===== config.mk =====
export PLATFORM = sky130hd
export DESIGN_NAME = mult_issue_ctrl
export DESIGN_NICKNAME = d
export VERILOG_FILES = /design/src/rtl/mult_issue_ctrl_pkg.sv /design/src/rtl/mult_wb_fifo.sv /design/src/rtl/mult_issue_ctrl.sv
export SDC_FILE = /design/constraint.sdc
export NUM_CORES = 1
export LEC_CHECK = 0
export ABC_CLOCK_PERIOD_IN_PS = 4900
export BUFFER_PORTS_ARGS = -buffer_cell sky130_fd_sc_hd__clkbuf_2
export CORE_MARGIN = 5
export CORE_UTILIZATION = 56
export CTS_BUF_LIST = sky130_fd_sc_hd__clkbuf_2 sky130_fd_sc_hd__clkbuf_4 sky130_fd_sc_hd__clkbuf_8
export DETAILED_ROUTE_END_ITERATION = 8
export PLACE_DENSITY = 0.9
export SLEW_MARGIN = 40
export SYNTH_ARGS = -nofsm -noshare
export SYNTH_HDL_FRONTEND = slang
export SYNTH_SLANG_ARGS = --single-unit

===== constraint.sdc =====
create_clock -name clk -period 4.9 [get_ports clk]
set_input_delay 0.49 -clock clk [delete_from_list [all_inputs] [get_ports clk]]
set_output_delay 0.49 -clock clk [all_outputs]
set_load 0.005 [all_outputs]

===== src/rtl/mult_issue_ctrl_pkg.sv =====
// Shared types and constants for the multiply issue/writeback path.
// Latency, funct3 encodings, tag and writeback entry layouts.
package mult_issue_ctrl_pkg;

  localparam int MULT_PPL_STAGE = 3;

  localparam logic [2:0] FUNCT3_MUL    = 3'b000;
  localparam logic [2:0] FUNCT3_MULH   = 3'b001;
  localparam logic [2:0] FUNCT3_MULHSU = 3'b010;
  localparam logic [2:0] FUNCT3_MULHU  = 3'b011;

  typedef struct packed {
    logic [4:0] rd;
    logic [2:0] funct3;
  } mul_tag_t;

  typedef struct packed {
    logic [4:0]  rd;
    logic [31:0] data;
  } wb_entry_t;

  typedef struct packed {
    logic a_signed;
    logic b_signed;
  } mul_sign_t;

  function automatic mul_sign_t mul_sign(
    input logic [2:0] f
  );
    mul_sign_t s;
    s = '0;
    unique case (1'b1)
      (f == FUNCT3_MULH): begin
        s.a_signed = 1'b1;
        s.b_signed = 1'b1;
      end
      (f == FUNCT3_MULHSU): begin
        s.a_signed = 1'b1;
      end
      default: s = '0;
    endcase
    return s;
  endfunction

  // Unknown funct3 codes fall back to MUL, i.e. low word.
  function automatic logic sel_high(
    input logic [2:0] f
  );
    logic h;
    h = 1'b0;
    unique case (1'b1)
      (f == FUNCT3_MULH):   h = 1'b1;
      (f == FUNCT3_MULHSU): h = 1'b1;
      (f == FUNCT3_MULHU):  h = 1'b1;
      default:              h = 1'b0;
    endcase
    return h;
  endfunction

endpackage


===== src/rtl/mult_wb_fifo.sv =====
// In-order result buffer between the multiplier and the regfile port.
// Exposes per-entry valid/rd, oldest first, for the hazard list.
module mult_wb_fifo
  import mult_issue_ctrl_pkg::*;
#(
  parameter  int DEPTH = 4,
  localparam int PW    = (DEPTH > 1) ? $clog2(DEPTH) : 1,
  localparam int CW    = $clog2(DEPTH + 1)
) (
  input  logic               clk,
  input  logic               rst,
  input  logic               push,
  input  wb_entry_t          push_ent,
  input  logic               pop,
  output logic               head_valid,
  output wb_entry_t          head,
  output logic [CW-1:0]      count,
  output logic [DEPTH-1:0]   ent_valid,
  output logic [5*DEPTH-1:0] ent_rd
);

  localparam logic [CW-1:0] FULL = CW'(DEPTH);
  localparam logic [PW-1:0] LAST = PW'(DEPTH - 1);

  wb_entry_t       mem [DEPTH];
  logic [PW-1:0]   rd_ptr;
  logic [PW-1:0]   wr_ptr;
  logic [CW-1:0]   cnt;
  logic            do_pop;

  function automatic logic [PW-1:0] ptr_inc(
    input logic [PW-1:0] p
  );
    return (p == LAST) ? '0 : p + 1'b1;
  endfunction

  assign do_pop = pop && (cnt != '0);

  always_ff @(posedge clk or negedge rst) begin
    if (!rst) begin
      rd_ptr <= '0;
      wr_ptr <= '0;
      cnt    <= '0;
    end else begin
      if (push) wr_ptr <= ptr_inc(wr_ptr);
      if (do_pop) rd_ptr <= ptr_inc(rd_ptr);
      unique case ({push, do_pop})
        2'b10:   cnt <= cnt + 1'b1;
        2'b01:   cnt <= cnt - 1'b1;
        default: cnt <= cnt;
      endcase
      // Issue credits make this unreachable.
      assert (!(push && (cnt == FULL)));
    end
  end

  always_ff @(posedge clk) begin
    if (push) mem[wr_ptr] <= push_ent;
  end

  assign head_valid = (cnt != '0);
  assign head       = mem[rd_ptr];
  assign count      = cnt;

  for (genvar k = 0; k < DEPTH; k++) begin : g_ent
    logic [PW-1:0] idx;
    assign idx = PW'((32'(rd_ptr) + 32'(k)) % 32'(DEPTH));
    assign ent_valid[k] = (CW'(k) < cnt);
    assign ent_rd[5*k +: 5] = ent_valid[k] ? mem[idx].rd : '0;
  end

endmodule


===== src/rtl/mult_issue_ctrl.sv =====
// Issue/writeback sequencer around the fixed-latency pipelined multiplier.
// Tags ride alongside the multiplier; results drain in order to the regfile.
module mult_issue_ctrl
  import mult_issue_ctrl_pkg::*;
#(
  parameter  int WB_FIFO_DEPTH = 4,
  localparam int PEND = MULT_PPL_STAGE + WB_FIFO_DEPTH
) (
  input  logic              clk,
  input  logic              rst,
  input  logic              issue_valid_i,
  output logic              issue_ready_o,
  input  logic [2:0]        issue_funct3_i,
  input  logic [31:0]       issue_rs1_i,
  input  logic [31:0]       issue_rs2_i,
  input  logic [4:0]        issue_rd_i,
  output logic              mul_valid_o,
  output logic [31:0]       mul_a_o,
  output logic [31:0]       mul_b_o,
  output logic              mul_a_signed_o,
  output logic              mul_b_signed_o,
  input  logic [63:0]       mul_res_i,
  output logic              wb_req_o,
  output logic [4:0]        wb_addr_o,
  output logic [31:0]       wb_data_o,
  input  logic              wb_gnt_i,
  output logic [5*PEND-1:0] pend_rd_o,
  output logic [PEND-1:0]   pend_busy_o
);

  localparam int CW   = $clog2(WB_FIFO_DEPTH + 1);
  localparam int LAST = MULT_PPL_STAGE - 1;
  localparam logic [CW:0] MAX_OUT = (CW + 1)'(WB_FIFO_DEPTH);

  mul_tag_t                  tag_q [MULT_PPL_STAGE];
  logic [MULT_PPL_STAGE-1:0] tag_v_q;
  logic [CW-1:0]             inflight_q;
  logic [CW-1:0]             fifo_cnt;
  logic [CW:0]               occupancy;

  logic      accept;
  logic      dispatch;
  logic      exit_v;
  mul_sign_t issue_sign;
  wb_entry_t push_ent;
  wb_entry_t head;
  logic      head_valid;
  logic      pop;

  logic [WB_FIFO_DEPTH-1:0]   fifo_valid;
  logic [5*WB_FIFO_DEPTH-1:0] fifo_rd;

  // Credits cover both in-flight and buffered ops, so a result
  // leaving the multiplier always finds a free buffer entry.
  assign occupancy     = {1'b0, inflight_q} + {1'b0, fifo_cnt};
  assign issue_ready_o = (occupancy < MAX_OUT);

  assign accept   = issue_valid_i && issue_ready_o;
  assign dispatch = accept && (issue_rd_i != '0);

  assign issue_sign     = mul_sign(issue_funct3_i);
  assign mul_valid_o    = dispatch;
  assign mul_a_o        = issue_rs1_i;
  assign mul_b_o        = issue_rs2_i;
  assign mul_a_signed_o = issue_sign.a_signed;
  assign mul_b_signed_o = issue_sign.b_signed;

  always_ff @(posedge clk or negedge rst) begin
    if (!rst) begin
      tag_v_q <= '0;
      for (int i = 0; i < MULT_PPL_STAGE; i++) begin
        tag_q[i] <= '0;
      end
    end else begin
      tag_v_q[0] <= dispatch;
      tag_q[0]   <= '{rd: issue_rd_i, funct3: issue_funct3_i};
      for (int i = 1; i < MULT_PPL_STAGE; i++) begin
        tag_v_q[i] <= tag_v_q[i-1];
        tag_q[i]   <= tag_q[i-1];
      end
    end
  end

  assign exit_v = tag_v_q[LAST];

  always_comb begin
    push_ent    = '0;
    push_ent.rd = tag_q[LAST].rd;
    if (sel_high(tag_q[LAST].funct3)) begin
      push_ent.data = mul_res_i[63:32];
    end else begin
      push_ent.data = mul_res_i[31:0];
    end
  end

  always_ff @(posedge clk or negedge rst) begin
    if (!rst) begin
      inflight_q <= '0;
    end else begin
      unique case ({dispatch, exit_v})
        2'b10:   inflight_q <= inflight_q + 1'b1;
        2'b01:   inflight_q <= inflight_q - 1'b1;
        default: inflight_q <= inflight_q;
      endcase
    end
  end

  assign pop = head_valid && wb_gnt_i;

  mult_wb_fifo #(
    .DEPTH (WB_FIFO_DEPTH)
  ) u_wb_fifo (
    .clk        (clk),
    .rst        (rst),
    .push       (exit_v),
    .push_ent   (push_ent),
    .pop        (pop),
    .head_valid (head_valid),
    .head       (head),
    .count      (fifo_cnt),
    .ent_valid  (fifo_valid),
    .ent_rd     (fifo_rd)
  );

  assign wb_req_o  = head_valid;
  assign wb_addr_o = head.rd;
  assign wb_data_o = head.data;

  for (genvar i = 0; i < MULT_PPL_STAGE; i++) begin : g_slot
    assign pend_rd_o[5*i +: 5] = tag_v_q[i] ? tag_q[i].rd : '0;
  end

  assign pend_rd_o[5*PEND-1:5*MULT_PPL_STAGE] = fifo_rd;
  assign pend_busy_o = {fifo_valid, tag_v_q};

endmodule


==> impl_results.html, run 1 <==
<table>
<tr><th>Metric</th><th>Value</th></tr>
<tr><th colspan="2">Clock tree</th></tr>
<tr><td>Number of buffers between clock root and the deepest sink</td><td>2</td></tr>
<tr><td>TritonCTS clock tree</td><td>yes</td></tr>
<tr><td>Clock latency of the later-clocked register in the worst-skew pair</td><td>0.44 ns</td></tr>
<tr><td>Clock root buffer master</td><td>sky130_fd_sc_hd__clkbuf_8</td></tr>
<tr><td>Post-CTS Resized</td><td>0</td></tr>
<tr><td>TritonCTS Sinks</td><td>185</td></tr>
<tr><td>Num CTS Buffers</td><td>17</td></tr>
<tr><td>Clock transition at the registers of the reported paths</td><td>0.09 ns</td></tr>
<tr><td>CTS H-tree depth</td><td>4</td></tr>
<tr><th colspan="2">Critical path</th></tr>
<tr><td>Startpoint of the worst register-to-register path</td><td>u_wb_fifo.count[2]$_DFFE_PN0P_</td></tr>
<tr><td>Worst path bufs/invs</td><td>1</td></tr>
<tr><td>Delay of the slowest critical-path stage</td><td>0.70 ns</td></tr>
<tr><td>Category of the worst setup path capture point</td><td>output port</td></tr>
<tr><td>Required time of the critical path</td><td>4.41 ns</td></tr>
<tr><td>CP startpoint</td><td>u_wb_fifo.rd_ptr[0]$_DFFE_PN0P_</td></tr>
<tr><td>Crit path arrival time</td><td>2.68 ns</td></tr>
<tr><td>CP max-delay cell</td><td>sky130_fd_sc_hd__ha_1</td></tr>
<tr><td>Number of cells on the critical path</td><td>4</td></tr>
<tr><td>Max FO, Critical Path</td><td>29</td></tr>
<tr><td>Crit path cell chain</td><td>ha_1, mux4_2, and2_1, clkbuf_2</td></tr>
<tr><td>Startpoint type of the worst setup path</td><td>register</td></tr>
<tr><td>CP delay by family, top</td><td>adder cells</td></tr>
<tr><td>Category of the most critical setup path</td><td>reg -&gt; out</td></tr>
<tr><td>Register-to-Register Setup Slack</td><td>2.48 ns</td></tr>
<tr><td>Cell depth of the worst flop-to-flop path</td><td>9</td></tr>
<tr><th colspan="2">Placement</th></tr>
<tr><td>Worst setup slack after placement</td><td>2.179 ns</td></tr>
<tr><td>Post-DP Area</td><td>8716 um^2</td></tr>
<tr><td>Number of buffers added on ports</td><td>159</td></tr>
<tr><td>Routability-driven placement congestion ratio</td><td>0.7922</td></tr>
<tr><td>Hpwl dp</td><td>11,440 um</td></tr>
<tr><td>Total placed cells including tap cells</td><td>715</td></tr>
<tr><th colspan="2">Final layout</th></tr>
<tr><td>Area growth from synthesis to layout</td><td>10.18%</td></tr>
<tr><td>Most common cell after layout, fill and taps aside</td><td>sky130_fd_sc_hd__clkbuf_2</td></tr>
<tr><td>Fill cell instance count of the final layout</td><td>1,006</td></tr>
<tr><td>Commonest cells after routing, fill and taps aside</td><td>sky130_fd_sc_hd__clkbuf_2 (161), sky130_fd_sc_hd__edfxtp_1 (148), sky130_fd_sc_hd__mux4_2 (46)</td></tr>
<tr><td>Final Core Density</td><td>0.6257</td></tr>
<tr><td>Final-stage net count</td><td>704</td></tr>
<tr><td>Cell area after layout</td><td>9060 um^2</td></tr>
<tr><td>Fraction of final layout cells with drive strength greater than 1</td><td>0.5000</td></tr>
<tr><td>Non-Filler Instances</td><td>748</td></tr>
<tr><td>Number of inserted diodes</td><td>0</td></tr>
<tr><th colspan="2">Global route</th></tr>
<tr><td>Number of antenna violations at the first check in global routing</td><td>0</td></tr>
<tr><td>Largest net degree at the start of global routing</td><td>44</td></tr>
<tr><td>Global-route wire length before repair</td><td>25,300 um</td></tr>
<tr><td>Overall overflow remaining after global route</td><td>0</td></tr>
<tr><td>Global-route usage over all layers</td><td>0.1906</td></tr>
<tr><td>Number of global-route vias before repair</td><td>4,587</td></tr>
<tr><th colspan="2">Synthesis</th></tr>
<tr><td>Leading area contributor after synthesis</td><td>sky130_fd_sc_hd__edfxtp_1</td></tr>
<tr><td>Post-synthesis cell area</td><td>8223 um^2</td></tr>
<tr><td>Net count after synthesis</td><td>604</td></tr>
<tr><td>Synthesis Warnings</td><td>0</td></tr>
<tr><td>Main area contributors after synthesis</td><td>sky130_fd_sc_hd__edfxtp_1 (54%), sky130_fd_sc_hd__mux4_2 (13%), sky130_fd_sc_hd__dfrtp_1 (11%), sky130_fd_sc_hd__buf_4 (6.2%), sky130_fd_sc_hd__mux2_2 (4.7%)</td></tr>
<tr><td>Fraction of the yosys area taken by sequential cells</td><td>0.6531</td></tr>
<tr><td>#FFs+latches synth</td><td>185</td></tr>
<tr><td>Post-synth top area share</td><td>0.5405</td></tr>
<tr><td>Mean area per synthesized cell</td><td>18.23 um^2</td></tr>
<tr><td>Number of distinct library cells after synthesis</td><td>30</td></tr>
<tr><td>Post-Synthesis Cells</td><td>451</td></tr>
<tr><th colspan="2">Timing</th></tr>
<tr><td>Transition time of the tightest slew-check pin</td><td>0.6755 ns</td></tr>
<tr><td>Setup-violating endpoint count in the final report</td><td>0</td></tr>
<tr><td>Fin Clk Skew</td><td>0.007537 ns</td></tr>
<tr><td>Worst setup margin</td><td>1.734 ns</td></tr>
<tr><td>Worst Hold Slack</td><td>0.1688 ns</td></tr>
<tr><td>Highest achievable clock rate</td><td>0.3159 GHz</td></tr>
<tr><td>Final Max Tran Viols</td><td>0</td></tr>
<tr><td>Final Hold Violating Endpoints</td><td>0</td></tr>
<tr><td>Max transition margin</td><td>0.5462</td></tr>
<tr><td>Setup repair after global routing missed its margin</td><td>no</td></tr>
<tr><td>Final worst path period share</td><td>0.6460</td></tr>
<tr><td>Shortest period the worst path allows</td><td>3.166 ns</td></tr>
<tr><td>Setup Total Neg Slack</td><td>0 ns</td></tr>
<tr><th colspan="2">Worst hold path</th></tr>
<tr><td>Number of instances on the worst hold path</td><td>1</td></tr>
<tr><td>Origin of the worst min-delay path</td><td>issue_rd_i[0]</td></tr>
<tr><td>Class of the most critical hold timing path</td><td>in -&gt; reg</td></tr>
<tr><th colspan="2">Detailed routing</th></tr>
<tr><td>DRC</td><td>0</td></tr>
<tr><td>Routed wire length</td><td>16,210 um</td></tr>
<tr><td>Detail-routed net length per standard cell</td><td>21.67 um</td></tr>
<tr><td>Routed vias</td><td>4,162</td></tr>
<tr><td>Per-cell via count in the routed design</td><td>5.564</td></tr>
<tr><td>Pre-antenna DRT Iters</td><td>4</td></tr>
<tr><td>Antenna Nets Post-Route</td><td>0</td></tr>
<tr><td>Count of routing violations after the opening detailed-route iteration</td><td>255</td></tr>
<tr><th colspan="2">Floorplanning</th></tr>
<tr><td>Starting Density</td><td>0.5679</td></tr>
<tr><td>Die Y-Extent</td><td>131.2 um</td></tr>
<tr><td>Num ports</td><td>288</td></tr>
<tr><td>Die outline width</td><td>131.2 um</td></tr>
<tr><td>Number of cell rows</td><td>44</td></tr>
<tr><td>Core area</td><td>14,480 um^2</td></tr>
<tr><td>Floorplan die area</td><td>17,210 um^2</td></tr>
<tr><th colspan="2">Status</th></tr>
<tr><td>Result of the run</td><td>complete, no violations</td></tr>
<tr><th colspan="2">Power</th></tr>
<tr><td>Power Density</td><td>504.0 nW/um^2</td></tr>
<tr><td>Final Total Pwr</td><td>4.566 mW</td></tr>
<tr><td>Peak supply drop</td><td>0.2051 mV</td></tr>
<tr><td>Leak Pwr</td><td>3.496 nW</td></tr>
<tr><th colspan="2">Run</th></tr>
<tr><td>Max-cap viol count</td><td>0</td></tr>
</table>
-- synth_stat cells, drive strengths merged --
library cell and count:
nor3 2, fa 1, nor3b 1, nand2 4, edfxtp 148, buf 81, and2 24, nor2b 15
o21bai 1, o21ai 3, a21oi 1, ha 12, mux2i 2, xnor2 4, mux2 34, nand2b 1
clkbuf 2, nand3 1, nor4 1, or3 1, dfrtp 37, xor2 3, inv 12, and3 2
mux4 52, nor2 6
-- routing by layer --
layer,wire [um],vias to the layer above,share of wire,global-route usage
met5,0,-,0,0
met4,436,0,0.027,0.09180
met3,1195,50,0.074,0.05543
met2,9139,175,0.56,0.3451
met1,5438,2086,0.34,0.2029
li1,-,1851,-,-
-- sequential cells by signal (all words and copies together) (netlist names) --
| name | count |
|---|---|
| push_ent | 5 |
| u_wb_fifo.mem | 148 |
| u_wb_fifo.wr_ptr | 2 |
| u_wb_fifo.count | 3 |
| tag_v_q | 3 |
| u_wb_fifo.rd_ptr | 2 |
| tag_q | 19 |
| inflight_q | 3 |
-- power breakdown --
group	switching, mW	internal (mW)	total (mW)
registers	0.156	1.89	2.05
clock network	0.510	0.359	0.869
logic	0.762	0.888	1.65
-- kinds of logic (layout without fill, tap and decap cells) --
| logic type | Yosys count | after routing | share of synthesized area |
|---|---|---|---|
| DFF | 185 | 185 | 0.6531 |
| buffers and inverters | 95 | 208 | 0.08049 |
| muxes | 88 | 88 | 0.1942 |
| and+or+nand+nor | 58 | 58 | 0.04078 |
| adders and majority gates | 13 | 13 | 0.02069 |
| xor gates and xnor gates | 7 | 7 | 0.007456 |
| AOI/OAI and AO/OA | 5 | 5 | 0.003347 |
-- worst register-to-register path, cell delays in order, from the launching register on --
cell and delay [ns]:
sky130_fd_sc_hd__dfrtp_1 0.59, sky130_fd_sc_hd__ha_1 0.30, sky130_fd_sc_hd__nor4_1 0.40, sky130_fd_sc_hd__nand3_1 0.15, sky130_fd_sc_hd__ha_1 0.25, sky130_fd_sc_hd__inv_1 0.08, sky130_fd_sc_hd__fa_1 0.18, sky130_fd_sc_hd__xor2_1 0.15
sky130_fd_sc_hd__nor2_1 0.06, sky130_fd_sc_hd__xor2_1 0.14
-- cell type report --
type / instances / area, um^2 / share of cell area
clock buffer: 19 / 244.0 / 0.02693
multi-input combinational: 171 / 2212 / 0.2442
clock inverter: 13 / 90.09 / 0.009943
inverter: 12 / 45.04 / 0.004972
timing repair buffer: 164 / 863.3 / 0.09529
tap: 184 / 230.2 / 0.02541
sequential: 185 / 5375 / 0.5933
-- worst paths after layout --
check,endpoint
min,tag_q[19]$_DFF_PN0_
min in group asynchronous,tag_v_q[2]$_DFF_PN0_
max in group asynchronous,u_wb_fifo.rd_ptr[0]$_DFFE_PN0P_
min reg2reg,tag_q[1]$_DFF_PN0_
max,pend_rd_o[32]
max reg2reg,inflight_q[2]$_DFFE_PN0P_
-- timing repair --
action                                 4_1_cts  5_1_grt
endpoints found under the hold margin       14        0
hold buffers                                 1        0
buffers inserted                             0        0
Power figures use the tool's default switching activity.
==> inputs of run 2 (changes only) <==
--- a/config.mk
+++ b/config.mk
@@ -5,13 +5,14 @@
 export SDC_FILE = /design/constraint.sdc
 export NUM_CORES = 1
 export LEC_CHECK = 0
-export ABC_CLOCK_PERIOD_IN_PS = 4900
+export ABC_AREA = 1
+export ABC_CLOCK_PERIOD_IN_PS = 2600
 export BUFFER_PORTS_ARGS = -buffer_cell sky130_fd_sc_hd__clkbuf_2
 export CORE_MARGIN = 5
-export CORE_UTILIZATION = 56
+export CORE_UTILIZATION = 47
 export CTS_BUF_LIST = sky130_fd_sc_hd__clkbuf_2 sky130_fd_sc_hd__clkbuf_4 sky130_fd_sc_hd__clkbuf_8
 export DETAILED_ROUTE_END_ITERATION = 8
-export PLACE_DENSITY = 0.9
+export PLACE_DENSITY = 0.8
 export SLEW_MARGIN = 40
 export SYNTH_ARGS = -nofsm -noshare
 export SYNTH_HDL_FRONTEND = slang
==> constraint.sdc (replaced) <==
create_clock -name clk -period 2.6 [get_ports clk]
set_input_delay 0.26 -clock clk [delete_from_list [all_inputs] [get_ports clk]]
set_output_delay 0.26 -clock clk [all_outputs]
set_load 0.005 [all_outputs]
==> run 2 against run 1 <==
Compared with the run above:
- combinational power rose to 2.5 times the previous value
- die area grew 22%
- total power rose by 130%
- design area grew 6.4%
- flip-flop and latch count unchanged
- non-clock buffer count increased by 15
- largest cell class unchanged
==> impl_results.html, run 2 <==
<table>
<tr><th>Metric</th><th>Value</th></tr>
<tr><th colspan="2">Timing</th></tr>
<tr><td>Highest achievable clock rate</td><td>0.4282 GHz</td></tr>
<tr><td>Max transition margin</td><td>0.5251</td></tr>
<tr><td>Setup-violating endpoint count in the final report</td><td>0</td></tr>
<tr><td>Final Hold Violating Endpoints</td><td>0</td></tr>
<tr><td>Final worst path period share</td><td>0.8983</td></tr>
<tr><td>Setup repair after global routing missed its margin</td><td>no</td></tr>
<tr><td>Setup Total Neg Slack</td><td>0 ns</td></tr>
<tr><td>Shortest period the worst path allows</td><td>2.336 ns</td></tr>
<tr><td>Transition time of the tightest slew-check pin</td><td>0.7076 ns</td></tr>
<tr><td>Fin Clk Skew</td><td>0.01407 ns</td></tr>
<tr><td>Final Max Tran Viols</td><td>0</td></tr>
<tr><th colspan="2">Status</th></tr>
<tr><td>Result of the run</td><td>complete, no violations</td></tr>
<tr><th colspan="2">Power</th></tr>
<tr><td>Leak Pwr</td><td>4.294 nW</td></tr>
<tr><td>Sw frac</td><td>0.3740</td></tr>
<tr><td>Power Density</td><td>1068 nW/um^2</td></tr>
<tr><td>Switching power</td><td>3.848 mW</td></tr>
<tr><td>Final Total Pwr</td><td>10.29 mW</td></tr>
<tr><td>Seq pwr share</td><td>0.381</td></tr>
<tr><td>Gate power share</td><td>0.408</td></tr>
<tr><td>Clock share of power</td><td>0.211</td></tr>
<tr><td>Peak supply drop</td><td>0.6054 mV</td></tr>
<tr><td>Cell-internal power</td><td>6.440 mW</td></tr>
<tr><th colspan="2">Critical path</th></tr>
<tr><td>Delay of the slowest critical-path stage</td><td>0.51 ns</td></tr>
<tr><td>Worst path bufs/invs</td><td>2</td></tr>
<tr><td>Crit path cell chain</td><td>inv_1, nand2_1, nor2_1, nor2_1, clkbuf_2</td></tr>
<tr><td>Required time of the critical path</td><td>2.34 ns</td></tr>
<tr><td>Crit path arrival time</td><td>2.08 ns</td></tr>
<tr><td>Startpoint of the worst register-to-register path</td><td>u_wb_fifo.count[2]$_DFFE_PN0P_</td></tr>
<tr><td>Startpoint type of the worst setup path</td><td>register</td></tr>
<tr><td>CP startpoint</td><td>u_wb_fifo.count[2]$_DFFE_PN0P_</td></tr>
<tr><td>Max FO, Critical Path</td><td>9</td></tr>
<tr><td>CP max-delay cell</td><td>sky130_fd_sc_hd__nor2_1</td></tr>
<tr><td>Most frequent CP cell</td><td>sky130_fd_sc_hd__nor2_1</td></tr>
<tr><td>CP delay by family, top</td><td>simple AND/OR/NAND/NOR gates</td></tr>
<tr><td>Category of the worst setup path capture point</td><td>output port</td></tr>
<tr><td>Register-to-Register Setup Slack</td><td>0.42 ns</td></tr>
<tr><td>Category of the most critical setup path</td><td>reg -&gt; out</td></tr>
<tr><th colspan="2">Floorplanning</th></tr>
<tr><td>Core area</td><td>17,960 um^2</td></tr>
<tr><td>Starting Density</td><td>0.4771</td></tr>
<tr><td>Floorplan die area</td><td>21,040 um^2</td></tr>
<tr><td>Num ports</td><td>288</td></tr>
<tr><td>Number of cell rows</td><td>49</td></tr>
<tr><td>Die Y-Extent</td><td>145.0 um</td></tr>
<tr><td>Die outline width</td><td>145.0 um</td></tr>
<tr><th colspan="2">Detailed routing</th></tr>
<tr><td>Routed wire length</td><td>17,610 um</td></tr>
<tr><td>Count of routing violations after the opening detailed-route iteration</td><td>324</td></tr>
<tr><td>Antenna Nets Post-Route</td><td>0</td></tr>
<tr><td>Detail-routed net length per standard cell</td><td>14.91 um</td></tr>
<tr><td>Per-cell via count in the routed design</td><td>4.906</td></tr>
<tr><td>Pre-antenna DRT Iters</td><td>5</td></tr>
<tr><td>DRC</td><td>0</td></tr>
<tr><td>Routed vias</td><td>5,794</td></tr>
<tr><th colspan="2">Final layout</th></tr>
<tr><td>Number of flip-flops in the largest register</td><td>148</td></tr>
<tr><td>Most common cell after layout, fill and taps aside</td><td>sky130_fd_sc_hd__clkbuf_2</td></tr>
<tr><td>Area growth from synthesis to layout</td><td>12.44%</td></tr>
<tr><td>Commonest cells after routing, fill and taps aside</td><td>sky130_fd_sc_hd__clkbuf_2 (158), sky130_fd_sc_hd__edfxtp_1 (148), sky130_fd_sc_hd__nor2_1 (142)</td></tr>
<tr><td>Multi-input gate area in the final layout</td><td>2175 um^2</td></tr>
<tr><td>Register area</td><td>5371 um^2</td></tr>
<tr><td>Fraction of final layout cells with drive strength greater than 1</td><td>0.2321</td></tr>
<tr><td>Register with the highest flop count</td><td>u_wb_fifo.mem</td></tr>
<tr><td>Final-stage net count</td><td>1,092</td></tr>
<tr><td>Number of inserted diodes</td><td>0</td></tr>
<tr><td>Fill cell instance count of the final layout</td><td>1,555</td></tr>
<tr><th colspan="2">Synthesis</th></tr>
<tr><td>Fraction of the yosys area taken by sequential cells</td><td>0.6266</td></tr>
<tr><td>Cell with the most instances after synthesis</td><td>sky130_fd_sc_hd__edfxtp_1</td></tr>
<tr><td>Post-synthesis cell area</td><td>8571 um^2</td></tr>
<tr><td>Synthesis Warnings</td><td>0</td></tr>
<tr><td>Post-synth top area share</td><td>0.5185</td></tr>
<tr><td>Leading area contributor after synthesis</td><td>sky130_fd_sc_hd__edfxtp_1</td></tr>
<tr><td>#FFs+latches synth</td><td>185</td></tr>
<tr><td>Main area contributors after synthesis</td><td>sky130_fd_sc_hd__edfxtp_1 (52%), sky130_fd_sc_hd__dfrtp_1 (11%), sky130_fd_sc_hd__buf_4 (6.2%), sky130_fd_sc_hd__nor2_1 (6.2%), sky130_fd_sc_hd__nand2_1 (6.0%)</td></tr>
<tr><td>Post-synth top cells</td><td>sky130_fd_sc_hd__edfxtp_1 (148), sky130_fd_sc_hd__nor2_1 (142), sky130_fd_sc_hd__nand2_1 (138)</td></tr>
<tr><td>Async set or reset register ratio after synthesis</td><td>0.2000</td></tr>
<tr><td>Net count after synthesis</td><td>996</td></tr>
<tr><td>Mean area per synthesized cell</td><td>10.17 um^2</td></tr>
<tr><td>Commonest register cell after synthesis</td><td>sky130_fd_sc_hd__edfxtp_1</td></tr>
<tr><td>Number of synthesized flops with an enable pin</td><td>148</td></tr>
<tr><td>Number of distinct library cells after synthesis</td><td>24</td></tr>
<tr><td>Post-Synthesis Cells</td><td>843</td></tr>
<tr><th colspan="2">Clock tree</th></tr>
<tr><td>Number of buffers between clock root and the deepest sink</td><td>2</td></tr>
<tr><td>TritonCTS Sinks</td><td>185</td></tr>
<tr><td>Clock transition at the registers of the reported paths</td><td>0.09 ns</td></tr>
<tr><td>TritonCTS clock tree</td><td>yes</td></tr>
<tr><td>Clock root buffer master</td><td>sky130_fd_sc_hd__clkbuf_8</td></tr>
<tr><td>Num CTS Buffers</td><td>17</td></tr>
<tr><td>Clock latency of the later-clocked register in the worst-skew pair</td><td>0.45 ns</td></tr>
<tr><td>Number of setup buffers added after CTS</td><td>0</td></tr>
<tr><td>Post-CTS Resized</td><td>0</td></tr>
<tr><td>Post-cts hold buffer count</td><td>9</td></tr>
<tr><td>CTS H-tree depth</td><td>4</td></tr>
<tr><th colspan="2">Run</th></tr>
<tr><td>Max-cap viol count</td><td>0</td></tr>
<tr><th colspan="2">Global route</th></tr>
<tr><td>Number of antenna violations at the first check in global routing</td><td>0</td></tr>
<tr><td>Number of global-route vias before repair</td><td>5,670</td></tr>
<tr><td>Overall overflow remaining after global route</td><td>0</td></tr>
<tr><td>Global-route usage over all layers</td><td>0.1666</td></tr>
<tr><td>Largest net degree at the start of global routing</td><td>80</td></tr>
<tr><td>Global-route wire length before repair</td><td>28,370 um</td></tr>
<tr><th colspan="2">Placement</th></tr>
<tr><td>Hpwl dp</td><td>11,640 um</td></tr>
<tr><td>Routability-driven placement congestion ratio</td><td>0.8002</td></tr>
<tr><td>Number of buffers added on ports</td><td>159</td></tr>
<tr><th colspan="2">Worst hold path</th></tr>
<tr><td>Origin of the worst min-delay path</td><td>issue_valid_i</td></tr>
<tr><td>Class of the most critical hold timing path</td><td>in -&gt; reg</td></tr>
</table>
==> run 2: cell types whose count changed after synthesis, moves of 9 or more <==
cell,delta
sky130_fd_sc_hd__mux4_2,-46
sky130_fd_sc_hd__o21ai_0,+100
sky130_fd_sc_hd__nand2_2,+10
sky130_fd_sc_hd__nand3_1,+28
sky130_fd_sc_hd__inv_1,+67
sky130_fd_sc_hd__clkbuf_1,+9
sky130_fd_sc_hd__nand2_1,+134
sky130_fd_sc_hd__mux2_2,-34
sky130_fd_sc_hd__nor2_1,+136
sky130_fd_sc_hd__o21ai_1,+32
sky130_fd_sc_hd__nor2b_1,-15
sky130_fd_sc_hd__and2_1,-24
==> run 2: per-layer routing <==
layer | track usage | vias to the layer above | share of wire
met5 | 0 | - | 0
met4 | 0.05885 | 0 | 0.018
met3 | 0.04459 | 29 | 0.051
met2 | 0.2795 | 182 | 0.50
met1 | 0.2089 | 2697 | 0.43
li1 | - | 2886 | -
==> run 2: area by class of cell <==
cell class,count,area share
flip-flops and latches,185,0.5574
well taps,229,0.02973
multi-input cells,475,0.2257
repair buffers,179,0.1072
clock inverters,13,0.02233
inverters,81,0.03181
clock buffers,19,0.02584
==> run 2: cells by family after synthesis <==
group | synth area share
and+or+nand+nor | 0.1492
DFF | 0.6266
buffers and inverters | 0.1197
AOI/OAI and AO/OA | 0.08160
adders and majority gates | 0.01985
xor gates and xnor gates | 0.003066
==> run 2: stage by stage <==
stage | hold WS (ns) | instances | util | cell area (um^2) | setup slack (ns)
2_1_floorplan | -0.03559 | 843 | - | 8571 | 0.6160
3_3_place_gp | 0.3322 | 1140 | 0.5055 | 9080 | 0.5497
3_5_place_dp | 0.2952 | 1140 | 0.5056 | 9082 | 0.4155
4_1_cts | 0.02898 | 1181 | 0.5365 | 9637 | 0.2288
5_1_grt | 0.04036 | 1181 | 0.5365 | 9637 | 0.07939
6_report | 0.05805 | 1181 | 0.5365 | 9637 | 0.2645
==> run 2: final timing paths <==
| check | to | depth (start not counted) |
|---|---|---|
| setup / recovery | pend_rd_o[17] | 5 |
| hold reg to reg | tag_q[10]$_DFF_PN0_ | 0 |
| min in group asynchronous | tag_v_q[2]$_DFF_PN0_ | 2 |
| hold / removal | tag_v_q[0]$_DFF_PN0_ | 3 |
| setup reg to reg | inflight_q[1]$_DFFE_PN0P_ | 9 |
| max in group asynchronous | u_wb_fifo.rd_ptr[0]$_DFFE_PN0P_ | 2 |
==> run 2: power groups by stage <==
stage	registers, mW	clock network, mW	logic [mW]
after floorplan	3.92	0	2.79
after CTS	3.92	2.22	4.29
final	3.92	2.17	4.20
after detailed placement	3.99	0	4.26
after global routing	3.97	2.36	4.78
after global placement	3.97	0	4.16
==> run 2: worst min-delay path, stage by stage <==
cell                       delay (ns)
sky130_fd_sc_hd__clkbuf_2        0.10
sky130_fd_sc_hd__nand2_1         0.06
sky130_fd_sc_hd__nor2_1          0.06
